===== src/rtl/ff_bank_arbiter_pkg.sv =====
// Shared constants and helper functions for the ff_bank_arbiter slice.
package ff_bank_pkg;

    localparam int WRCNT_WIDTH = 16;
    localparam logic [WRCNT_WIDTH-1:0] WRCNT_MAX = {WRCNT_WIDTH{1'b1}};

    // Packed request vectors are widened to PACK_W before slicing; MAX_REQ bounds one-hot inputs.
    localparam int PACK_W  = 256;
    localparam int MAX_REQ = 8;

    function automatic logic [31:0] get_slice(input logic [PACK_W-1:0] vec,
                                              input int unsigned idx,
                                              input int unsigned width);
        logic [PACK_W-1:0] shifted;
        shifted = vec >> (idx * width);
        return shifted[31:0] & ((32'd1 << width) - 32'd1);
    endfunction

    function automatic logic [31:0] get_addr(input logic [PACK_W-1:0] vec,
                                             input int unsigned idx,
                                             input int unsigned addrWidth);
        return get_slice(vec, idx, addrWidth);
    endfunction

    function automatic logic [31:0] get_data(input logic [PACK_W-1:0] vec,
                                             input int unsigned idx,
                                             input int unsigned dataWidth);
        return get_slice(vec, idx, dataWidth);
    endfunction

    function automatic int unsigned onehot_to_idx(input logic [MAX_REQ-1:0] oh);
        int unsigned idx;
        idx = 0;
        for (int i = 0; i < MAX_REQ; i++) begin
            if (oh[i]) idx = i;
        end
        return idx;
    endfunction

endpackage


===== src/rtl/ff_bank_arbiter_rr_pick.sv =====
// Round-robin picker: rotate requests by the pointer, take the lowest set bit, rotate back.
module rr_pick
    import ff_bank_pkg::*;
#(
    parameter int NUM_REQ = 4,
    parameter int PTR_W   = $clog2(NUM_REQ)
) (
    input  logic [NUM_REQ-1:0] Req_SI,
    input  logic [PTR_W-1:0]   Ptr_DI,
    output logic [NUM_REQ-1:0] Gnt_SO,
    output logic [PTR_W-1:0]   Idx_DO,
    output logic               Valid_SO
);

    logic [2*NUM_REQ-1:0] reqDbl;
    logic [NUM_REQ-1:0]   reqRot;
    logic [NUM_REQ-1:0]   lowest;
    logic [PTR_W-1:0]     offs;
    logic [PTR_W:0]       sum;

    always_comb begin
        reqDbl   = {Req_SI, Req_SI} >> Ptr_DI;
        reqRot   = reqDbl[NUM_REQ-1:0];
        lowest   = reqRot & (~reqRot + 1'b1);
        offs     = PTR_W'(onehot_to_idx(MAX_REQ'(lowest)));
        Valid_SO = |Req_SI;
        // Modular add back to the un-rotated index; both operands are below NUM_REQ.
        sum      = {1'b0, Ptr_DI} + {1'b0, offs};
        if (sum >= (PTR_W+1)'(NUM_REQ)) sum = sum - (PTR_W+1)'(NUM_REQ);
        Idx_DO   = sum[PTR_W-1:0];
        Gnt_SO   = '0;
        if (Valid_SO) Gnt_SO[Idx_DO] = 1'b1;
    end

endmodule


===== src/rtl/ff_bank_arbiter_word.sv =====
// Standard write-enable register word with asynchronous active-low clear.
module ff_bank_word #(
    parameter int DATA_WIDTH = 10
) (
    input  logic                  Clk_CI,
    input  logic                  Rst_RBI,
    input  logic                  We_SI,
    input  logic [DATA_WIDTH-1:0] D_DI,
    output logic [DATA_WIDTH-1:0] Q_DO
);

    logic [DATA_WIDTH-1:0] word_q;

    always_ff @(posedge Clk_CI or negedge Rst_RBI) begin
        if (!Rst_RBI)   word_q <= '0;
        else if (We_SI) word_q <= D_DI;
    end

    assign Q_DO = word_q;

endmodule


===== src/rtl/ff_bank_arbiter.sv =====
// Round-robin write arbiter driving a shared register bank, with read port and write counter.
// Optional hold-priority lock input is enabled by defining FF_BANK_ARB_LOCK_EN.
module ff_bank_arbiter
    import ff_bank_pkg::*;
#(
    parameter int NUM_REQ    = 4,
    parameter int NUM_REGS   = 8,
    parameter int ADDR_WIDTH = 3,
    parameter int DATA_WIDTH = 10
) (
    input  logic                          Clk_CI,
    input  logic                          Rst_RBI,
    input  logic [NUM_REQ-1:0]            Req_SI,
    input  logic [NUM_REQ*ADDR_WIDTH-1:0] Addr_DI,
    input  logic [NUM_REQ*DATA_WIDTH-1:0] Data_DI,
`ifdef FF_BANK_ARB_LOCK_EN
    input  logic [NUM_REQ-1:0]            Lock_SI,
`endif
    output logic [NUM_REQ-1:0]            Gnt_SO,
    input  logic [ADDR_WIDTH-1:0]         RdAddr_DI,
    output logic [DATA_WIDTH-1:0]         RdData_DO,
    output logic [WRCNT_WIDTH-1:0]        WrCnt_DO
);

    localparam int PTR_W = $clog2(NUM_REQ);

    logic [PTR_W-1:0]       ptr_q, ptr_d;
    logic [WRCNT_WIDTH-1:0] wrCnt_q, wrCnt_d;
    logic [NUM_REQ-1:0]     gnt;
    logic [PTR_W-1:0]       gIdx;
    logic                   gValid;
    logic                   hold;
    logic [ADDR_WIDTH-1:0]  addrG;
    logic [DATA_WIDTH-1:0]  dataG;
    logic                   commit;
    logic [NUM_REGS-1:0]    we;
    logic [DATA_WIDTH-1:0]  words [NUM_REGS];

    rr_pick #(
        .NUM_REQ (NUM_REQ),
        .PTR_W   (PTR_W)
    ) u_pick (
        .Req_SI   (Req_SI),
        .Ptr_DI   (ptr_q),
        .Gnt_SO   (gnt),
        .Idx_DO   (gIdx),
        .Valid_SO (gValid)
    );

    assign Gnt_SO = gnt;

    always_comb begin
        addrG  = ADDR_WIDTH'(get_addr(PACK_W'(Addr_DI), 32'(gIdx), ADDR_WIDTH));
        dataG  = DATA_WIDTH'(get_data(PACK_W'(Data_DI), 32'(gIdx), DATA_WIDTH));
        // Out-of-range grants still rotate the pointer but never reach the bank or the counter.
        commit = gValid && (32'(addrG) < 32'(NUM_REGS));
        we     = '0;
        for (int r = 0; r < NUM_REGS; r++) begin
            we[r] = commit && (addrG == ADDR_WIDTH'(r));
        end
`ifdef FF_BANK_ARB_LOCK_EN
        hold = Lock_SI[gIdx];
`else
        hold = 1'b0;
`endif
        ptr_d = ptr_q;
        if (gValid) begin
            if (hold)                           ptr_d = gIdx;
            else if (gIdx == PTR_W'(NUM_REQ-1)) ptr_d = '0;
            else                                ptr_d = gIdx + 1'b1;
        end
        wrCnt_d = wrCnt_q;
        if (commit && (wrCnt_q != WRCNT_MAX)) wrCnt_d = wrCnt_q + 1'b1;
    end

    always_ff @(posedge Clk_CI or negedge Rst_RBI) begin
        if (!Rst_RBI) begin
            ptr_q   <= '0;
            wrCnt_q <= '0;
        end else begin
            ptr_q   <= ptr_d;
            wrCnt_q <= wrCnt_d;
        end
    end

    for (genvar r = 0; r < NUM_REGS; r++) begin : g_word
        ff_bank_word #(
            .DATA_WIDTH (DATA_WIDTH)
        ) u_word (
            .Clk_CI  (Clk_CI),
            .Rst_RBI (Rst_RBI),
            .We_SI   (we[r]),
            .D_DI    (dataG),
            .Q_DO    (words[r])
        );
    end

    always_comb begin
        RdData_DO = '0;
        for (int r = 0; r < NUM_REGS; r++) begin
            if (RdAddr_DI == ADDR_WIDTH'(r)) RdData_DO = words[r];
        end
    end

    assign WrCnt_DO = wrCnt_q;

endmodule


===== config.mk =====
export PLATFORM = sky130hd
export DESIGN_NAME = ff_bank_arbiter
export DESIGN_NICKNAME = d
export VERILOG_FILES = /design/src/rtl/ff_bank_arbiter_pkg.sv /design/src/rtl/ff_bank_arbiter_rr_pick.sv /design/src/rtl/ff_bank_arbiter_word.sv /design/src/rtl/ff_bank_arbiter.sv
export SDC_FILE = /design/constraint.sdc
export NUM_CORES = 1
export LEC_CHECK = 0
export BUFFER_PORTS_ARGS = -buffer_cell sky130_fd_sc_hd__buf_2
export CAP_MARGIN = 20
export CORE_MARGIN = 2
export CORE_UTILIZATION = 30
export DETAILED_ROUTE_END_ITERATION = 6
export PLACE_DENSITY = 0.44
export SYNTH_ARGS = -nofsm -noshare
export SYNTH_HDL_FRONTEND = slang
export SYNTH_SLANG_ARGS = --single-unit

===== constraint.sdc =====
create_clock -name Clk_CI -period 5.06 [get_ports Clk_CI]
set_clock_uncertainty 0.2 [all_clocks]
set_input_delay 0.506 -clock Clk_CI [delete_from_list [all_inputs] [get_ports Clk_CI]]
set_output_delay 0.506 -clock Clk_CI [all_outputs]
set_load 0.02 [all_outputs]

==> results of run 1 <==
## final cells by class
class	count	area share (%)
multi-input combinational	654	51.8
sequential	98	31.8
timing repair buffer	111	7.95
tap	280	4.54
clock buffer	10	2.97
clock inverter	6	0.746
inverter	5	0.243
## registers in the layout (all words and copies together), names as in the netlist
name and count:
g_word.u_word.Q_DO 80, ptr_q 2, WrCnt_DO 16
## worst register-to-register path: cells and delay by family, from the launching register on
family	cells	cell delay, ns
and+or+nand+nor	5	1.38
adders and majority gates	1	0.94
DFF	1	0.58
AOI/OAI and AO/OA	3	0.47
buffers and inverters	1	0.32
## metrics by stage
step / setup slack, ns / hold WS, ns
CTS: 1.02 / 0.300
global placement: 1.00 / 0.281
floorplan: 1.74 / 0.0104
detailed placement: 0.934 / 0.286
global route: 0.600 / 0.318
finish: 1.08 / 0.295
## routing by layer
layer	vias up	wire length, um
li1	3169	-
met1	3213	12200
met2	230	10900
met3	18	2030
met4	0	274
met5	-	0
## worst paths after layout
check                                         start                                   end  slack (ns)  cells past startpoint
max reg2reg                    ptr_q[0]$_DFFE_PN0P_  g_word[4].u_word.Q_DO[7]$_DFFE_PN0P_        1.08                     10
min in group asynchronous                   Rst_RBI              WrCnt_DO[10]$_DFFE_PN0P_        0.47                      2
max                            ptr_q[0]$_DFFE_PN0P_  g_word[4].u_word.Q_DO[7]$_DFFE_PN0P_        1.08                     10
min                        WrCnt_DO[15]$_DFFE_PN0P_              WrCnt_DO[15]$_DFFE_PN0P_        0.30                      1
max in group asynchronous                   Rst_RBI  g_word[4].u_word.Q_DO[7]$_DFFE_PN0P_        3.28                      3
min reg2reg                WrCnt_DO[15]$_DFFE_PN0P_              WrCnt_DO[15]$_DFFE_PN0P_        0.30                      1
## report_power, final
part	leakage, nW	total [mW]	internal, mW	switching [mW]
clock network	0.141	0.702	0.347	0.355
logic	1.70	4.67	1.52	3.14
registers	1.07	1.44	1.15	0.283
total	2.91	6.80	3.02	3.78
## logic make-up after synthesis
kind of cell,Yosys count,share of synthesized area (%)
compound gates,143,14.9
xor+xnor,17,2.51
fa+ha+maj,6,1.12
buf+inv,54,3.78
flops,98,36.6
mux,58,11.1
simple gates,430,30.0
## cell usage in the layout, fill, tap and decap left out, types with 2 or more instances in the layout
cell type and instances:
xor2_1 6, nand4_1 8, nand3_1 2, mux2i_4 2, clkinv_4 2, mux2_2 24
a21oi_1 9, o211ai_1 2, dfrtp_1 98, nor2_1 90, a32o_1 2, o22ai_1 82
o32ai_2 2, inv_1 4, mux2i_1 11, a32oi_1 2, buf_4 21, and3_1 3
nor3_1 243, o22a_1 2, nor2b_1 9, o32ai_1 2, mux4_2 3, buf_2 89
o32a_1 2, nand2b_1 5, xnor2_1 10, nand2_1 64, ha_1 6, o21ai_0 12
o221ai_1 7, inv_8 2, mux2i_2 18, clkbuf_16 9, a22o_1 9, a22oi_1 3
inv_6 2
==> metrics.yaml, run 1 <==
drtIter0Drc: 681
cts_hold_buf: 1
cts_buffers: 9
clock_sink_count: 98
multi_input_area_mm2: 0.00399
die_height_um: 153
status: "completed"
overflow: 0
post-route-cell-area_mm2: 0.00771
drive_gt1_share_pct: 20.2
cp.arrival_ns: 4.04
synthMostInstantiatedCell: "nor3_1"
grt_pass1_wl_mm: 39.3
synth_top_area_share_pct: 36.6
hold_viol: 0
crit_top_cell: "nor3_1"
cp.required_ns: 5.12
slew_headroom_pct: 32.4
end_kind: "register"
finalCriticalPeriod_ns: 3.98
fmaxAchievable_ghz: 0.251
regArea_mm2: 0.00245
grt_max_degree: 81
synth.area.top_cells: "dfrtp_1 37%, nor3_1 18%, o22ai_1 7.7%, nor2_1 5.0%, mux2_2 4.0%"
grt_usage_pct: 21.6
fin_util_pct: 35.2
clockBufferDepth: 2
nFillCells: 2321
grt_pass1_vias: 6289
use_met2_pct: 31.2
crit_slowest_cell: "ha_1"
die_area_mm2: 0.0235
yosysTopAreaCell: "dfrtp_1"
cp_slowest_stage_delay_ns: 0.94
power_mw: 6.80
critPathKind: "reg2reg"
worst-path-buf-inv: 1
drt_first_pass_iters: 7
die_w_um: 153
async_reset_ff_share_pct: 100
worst-slew-pin-transition_ns: 0.994
drt.antenna.violating_nets: 0
final_nets: 946
placed_cells: 1147
use_met1_pct: 32.3
hpwl_mm: 17.1
netlist_instances: 806
grt.busiest_layer: "met1"
postPlaceCellArea_mm2: 0.00742
startpoint_type: "register"
num_vias: 6630
synth-seq-cells: 98
drcViolationCount: 0
core_mm2: 0.0219
wirelength_mm: 25.4
p_per_area_mw_per_mm2: 882
netlist_area_mm2: 0.00669
clk_latency_ns: 0.35
stdcell_count: 1164
syn2layout_area_growth_pct: 15.3
pin_count: 91
rows: 54
portBuffers: 90
grt_antenna_before_repair: 0
n_antenna_cell: 0
min_path_type: "reg2reg"
vias_per_cell: 5.70
report.final.slew_viol_count: 0
setup_viol: 0
htree_levels: 3
p_leak_nw: 2.91
maxCapViolCount: 0
cts_tree: "built"
cts_resized: 0
fin_crit_sh_pct: 78.7
gp_congestion: 0.882
synth-edff-count: 0
vdd_drop_max_v: 0.000432
post_cts_buffers: 0
avgSynthCellArea_um2: 8.30
clk_pin_slew_ns: 0.08
start_util_pct: 30.6
yosysWarnings: 0
clockRootBuffer: "clkbuf_16"
tns_ns: 0
cp_top_family: "simple AND/OR/NAND/NOR gates"
yosysSeqAreaShare_pct: 36.6
rsz0062_at_grt: "false"
cp_max_fo: 26
synth_cell_type_count: 50
wire_per_inst_um: 21.8
syn-num-nets: 873
synth_ff_type: "dfrtp_1"
synth_commonest_cells: "243 x nor3_1, 98 x dfrtp_1, 90 x nor2_1"
use_met3_pct: 5.10
crit_chain: "nor3_1 -> a311oi_1 -> o21ai_0 -> ha_1 -> inv_1 -> nor2_1 -> a22oi_1 -> nor2_1 -> nor3_1 -> nor3_1"
Note: power is estimated with default switching activity, not from simulation.
==> inputs of run 2 (changes only) <==
Settings changed: ABC_AREA from default to 1, PLACE_DENSITY 0.44 to 0.45.
Clock period 5.06 ns to 4 ns, I/O delays scaled along.
==> run 2 against run 1 <==
First-iteration DRC count down 47%. Clock-buffer cell count up 2. Hold slack worse by 0.021 ns. Via count fell by 25%. Cell count decreased by 10%. Critical endpoint is now Gnt_SO[0].
==> metrics.yaml, run 2 <==
clk_pin_slew_ns: 0.07
report.final.slew_viol_count: 0
synth_top_family_by_area: "simple AND/OR/NAND/NOR gates"
grt_pass1_vias: 5021
nFillCells: 1990
fin_crit_sh_pct: 86.6
maxCapViolCount: 0
mostFrequentLayoutCells: "291 x nand2_1, 110 x nand3_1, 98 x dfrtp_1"
cts_buffers: 9
r2r_slack_ns: 0.63
netlist_area_mm2: 0.00567
netlist_instances: 711
vias_per_cell: 4.78
finalCriticalPeriod_ns: 3.46
rows: 50
clockBufferDepth: 2
syn2layout_area_growth_pct: 16.9
cts_tree: "built"
status: "completed"
synth-seq-cells: 98
die_w_um: 141
synth.area.top_cells: "dfrtp_1 43%, nand2_1 19%, nand3_1 9.7%, buf_6 3.4%, o21ai_4 2.9%"
wl_met1_mm: 7.46
drtIter0Drc: 358
start_util_pct: 30.4
core_mm2: 0.0186
syn-num-nets: 778
synth_fa_ha_area_share_pct: 1.32
synth_top_area_share_pct: 43.3
tns_ns: 0
hpwl_mm: 11.8
pin_count: 91
cp_max_fo: 29
grt_antenna_before_repair: 0
grt_max_degree: 40
synth_ff_type: "dfrtp_1"
wirelength_mm: 16.2
fmaxAchievable_ghz: 0.289
drt.antenna.violating_nets: 0
dr_wl_met2_mm: 7.69
synth-edff-count: 0
end_kind: "output pin"
wire_per_inst_um: 15.5
clock_sink_count: 98
setup_viol: 0
portBuffers: 90
die_area_mm2: 0.0200
n_antenna_cell: 0
cp_slowest_stage_delay_ns: 0.46
crit_slowest_cell: "dfrtp_1"
drt_first_pass_iters: 6
overflow: 0
synth_commonest_cells: "291 x nand2_1, 110 x nand3_1, 98 x dfrtp_1"
cp.required_ns: 3.40
yosysTopAreaCell: "dfrtp_1"
avgSynthCellArea_um2: 7.97
yosys.area_share.xor_xnor_pct: 2.45
crit_chain: "inv_2 -> nand2_1 -> nand3_1 -> nand2_2 -> nand3_1 -> a21boi_0 -> ha_1 -> xor2_2 -> inv_2 -> nand3_4 -> nand2_8 -> inv_1 -> ha_1 -> inv_1 -> nor2_1 -> buf_2"
clockRootBuffer: "clkbuf_16"
drcViolationCount: 0
htree_levels: 3
rsz0062_at_grt: "false"
drive_gt1_share_pct: 20.8
muxShareOfSynthArea_pct: 1.77
die_height_um: 141
num_vias: 4978
min_path_type: "reg2reg"
grt_usage_pct: 17.0
gp_congestion: 0.826
multi_input_area_mm2: 0.00283
yosys.area_share.simple_pct: 38.1
async_reset_ff_share_pct: 100
regArea_mm2: 0.00245
synthMostInstantiatedCell: "nand2_1"
clk_latency_ns: 0.35
met3_length_um: 630
critPathKind: "reg2out"
yosysSeqAreaShare_pct: 43.3
grt_pass1_wl_mm: 26.6
yosysWarnings: 0
cp.arrival_ns: 2.86
layout_commonest_cell: "nand2_1"
startpoint_type: "register"
worst-slew-pin-transition_ns: 0.819
slew_headroom_pct: 45.2
final_nets: 870
topRoutingLayerUsed: "met4"
synth_cell_type_count: 32
hold_viol: 0
largest_reg_flops: 80
synth_compound_area_share_pct: 6.23
==> run 2: changes by cell type after synthesis, moves of 31 or more <==
cell     previous run  this run
nand2_1            64       291
nor3_1            243        12
inv_1               4        35
nor2_1             90        14
nand3_1             2       110
o22ai_1            82         0
==> run 2: cell families after synthesis <==
family	Yosys count
mux	10
flops	98
buf+inv	68
compound gates	41
xor+xnor	15
fa+ha+maj	6
simple gates	473
==> run 2: per-stage QoR <==
step / instances / utilization (%) / hold slack (ns) / setup WS (ns) / cell area (um2)
CTS: 1042 / 35.5 / 0.277 / 0.481 / 6630
global placement: 1025 / 33.8 / 0.125 / 0.646 / 6300
detailed placement: 1025 / 33.8 / 0.130 / 0.616 / 6300
finish: 1042 / 35.5 / 0.274 / 0.536 / 6630
floorplan: 711 / - / -0.0956 / 1.05 / 5670
global route: 1042 / 35.5 / 0.295 / 0.221 / 6630
==> run 2: layer usage <==
metal	up-vias	track usage (%)
met4	0	6.79
met5	-	0
met1	2338	22.6
met2	121	28.0
li1	2492	-
met3	27	2.33
==> run 2: path summary, 6_finish.rpt <==
| check | start | end | cells after the start |
|---|---|---|---|
| min in group asynchronous | Rst_RBI | g_word[1].u_word.Q_DO[2]$_DFFE_PN0P_ | 2 |
| worst min register to register | g_word[2].u_word.Q_DO[1]$_DFFE_PN0P_ | g_word[2].u_word.Q_DO[1]$_DFFE_PN0P_ | 2 |
| worst max register to register | ptr_q[0]$_DFFE_PN0P_ | g_word[3].u_word.Q_DO[6]$_DFFE_PN0P_ | 17 |
| worst min-delay path | g_word[2].u_word.Q_DO[1]$_DFFE_PN0P_ | g_word[2].u_word.Q_DO[1]$_DFFE_PN0P_ | 2 |
| worst max-delay path | ptr_q[0]$_DFFE_PN0P_ | Gnt_SO[0] | 16 |
| max in group asynchronous | Rst_RBI | WrCnt_DO[3]$_DFFE_PN0P_ | 3 |
==> run 2: layout make-up <==
cell class / instances / area share, %
clock inverters: 4 / 0.736
repair buffers: 107 / 8.80
flip-flops and latches: 98 / 37.0
inverters: 42 / 2.38
multi-input cells: 545 / 42.6
well taps: 234 / 4.42
clock buffers: 12 / 4.02
==> run 2: timing repair <==
action	in CTS	in global routing
endpoints found under the hold margin	22	0
setup buffers	0	0
hold buffers	1	0
gates resized for setup	0	0
==> run 2: critical path: cells and delay by family (launching register included) <==
family	cells	cell delay [ns]
xor+xnor	1	0.23
buf+inv	5	0.53
simple gates	7	0.79
compound gates	1	0.16
fa+ha+maj	2	0.36
flops	1	0.46
Power of run 2 is not shown: default switching activity piles up to over one toggle a cycle in this logic, so the estimate is an artifact.
==> inputs of run 3 (changes only) <==
Settings changed: CORE_MARGIN 2 to 3, CORE_UTILIZATION 30 to 57, GPL_TIMING_DRIVEN from default to 1, PLACE_DENSITY 0.45 to 0.77.
==> run 3 against run 2 <==
Maximum frequency fell by 3.6%. Non-clock buffer count fell by 4. Critical endpoint unchanged. Critical path depth did not move. Wire length fell by 9.9%. Largest cell class unchanged. Global-route usage rose by 10 points. Via count rose by 5.7%. Core utilization rose by 31 points. Register-to-register slack got worse by 0.08 ns.
==> metrics.yaml, run 3 (synthesis results as in run 2) <==
status: "completed"
min_path_type: "reg2reg"
core_mm2: 0.00946
rows: 35
maxCapViolCount: 0
pin_count: 91
cts_resized: 0
finalCriticalPeriod_ns: 3.59
hpwl_mm: 10.5
grt_max_degree: 44
gp_congestion: 0.896
fin_crit_sh_pct: 89.8
startpoint_type: "register"
n_antenna_cell: 0
portBuffers: 90
end_kind: "output pin"
grt_pass1_vias: 4861
syn2layout_area_growth_pct: 11.7
drcViolationCount: 0
start_util_pct: 59.9
nFillCells: 815
cts_buffers: 9
cp.arrival_ns: 2.99
post-route-cell-area_mm2: 0.00633
drive_gt1_share_pct: 20.4
report.final.slew_viol_count: 0
vias_per_cell: 5.64
drtIter0Drc: 492
htree_levels: 3
postPlaceCellArea_mm2: 0.00614
drt.antenna.violating_nets: 0
drt_first_pass_iters: 5
clock_sink_count: 98
slew_headroom_pct: 56.4
worst-slew-pin-transition_ns: 0.652
num_vias: 5263
mostFrequentLayoutCells: "291 x nand2_1, 110 x nand3_1, 98 x dfrtp_1"
grt_pass1_wl_mm: 24.2
cp.required_ns: 3.40
rsz0062_at_grt: "false"
die_w_um: 106
setup_viol: 0
cp_max_fo: 29
die_height_um: 106
final_nets: 866
die_area_mm2: 0.0112
clk_pin_slew_ns: 0.10
grt_antenna_before_repair: 0
post_cts_buffers: 0
critPathKind: "reg2out"
cts_hold_buf: 1
fmaxAchievable_ghz: 0.278
grt_usage_pct: 27.0
cts_tree: "built"
clockBufferDepth: 2
wire_per_inst_um: 15.6
largest_reg_flops: 80
clockRootBuffer: "clkbuf_8"
overflow: 0
clk_latency_ns: 0.36
hold_viol: 0
layout_commonest_cell: "nand2_1"
tns_ns: 0
wirelength_mm: 14.6
-- run 3: cell types whose count changed in the layout (fill, tap and decap cells not counted), moves of 2 or more --
| cell | change |
|---|---|
| buf_4 | -5 |
| inv_8 | +2 |
| clkbuf_16 | -9 |
| inv_6 | +2 |
| clkbuf_8 | +6 |
-- run 3: worst max-delay path, stage by stage, from the launching register on --
cell and delay [ns]:
dfrtp_1 0.47, inv_2 0.09, nand2_1 0.08, nand3_1 0.08
nand2_2 0.12, nand3_1 0.06, a21boi_0 0.17, ha_1 0.22
xor2_2 0.23, inv_2 0.07, nand3_4 0.15, nand2_8 0.20
inv_1 0.14, ha_1 0.15, inv_1 0.04, nor2_1 0.14
buf_2 0.20
-- run 3: per-layer routing --
metal	up-vias	global-route usage, %	share of wire [%]
li1	2482	-	-
met1	2456	39.2	42
met2	294	42.0	47
met3	31	5.51	9.9
met4	0	6.11	1.9
met5	-	0	0
-- run 3: stage by stage --
stage          hold slack [ns]  util, %  setup slack [ns]  cells
2_1_floorplan          -0.0956        -              1.05    711
3_3_place_gp             0.220     64.8             0.717    915
3_5_place_dp             0.222     64.9             0.604    916
4_1_cts                  0.282     66.9             0.397    933
5_1_grt                  0.296     66.9             0.167    933
6_report                 0.282     66.9             0.406    933
-- run 3: final cells by class --
| class | instances | area, um2 | area share, % |
|---|---|---|---|
| clock buffers | 9 | 124 | 1.96 |
| clock inverters | 7 | 61.3 | 0.968 |
| inverters | 42 | 158 | 2.49 |
| multi-input cells | 545 | 2830 | 44.6 |
| flip-flops and latches | 98 | 2450 | 38.7 |
| well taps | 129 | 161 | 2.55 |
| repair buffers | 103 | 551 | 8.69 |
-- run 3: final timing paths --
| path | slack, ns | to | from | cells past startpoint |
|---|---|---|---|---|
| setup / recovery | 0.41 | Gnt_SO[0] | ptr_q[0]$_DFFE_PN0P_ | 16 |
| hold / removal | 0.28 | g_word[2].u_word.Q_DO[8]$_DFFE_PN0P_ | g_word[2].u_word.Q_DO[8]$_DFFE_PN0P_ | 2 |
| setup reg to reg | 0.55 | g_word[5].u_word.Q_DO[5]$_DFFE_PN0P_ | ptr_q[0]$_DFFE_PN0P_ | 17 |
| hold reg to reg | 0.28 | g_word[2].u_word.Q_DO[8]$_DFFE_PN0P_ | g_word[2].u_word.Q_DO[8]$_DFFE_PN0P_ | 2 |
| max in group asynchronous | 2.40 | g_word[7].u_word.Q_DO[4]$_DFFE_PN0P_ | Rst_RBI | 3 |
| min in group asynchronous | 0.35 | g_word[0].u_word.Q_DO[6]$_DFFE_PN0P_ | Rst_RBI | 2 |
Power of run 3 is left out for the same reason.
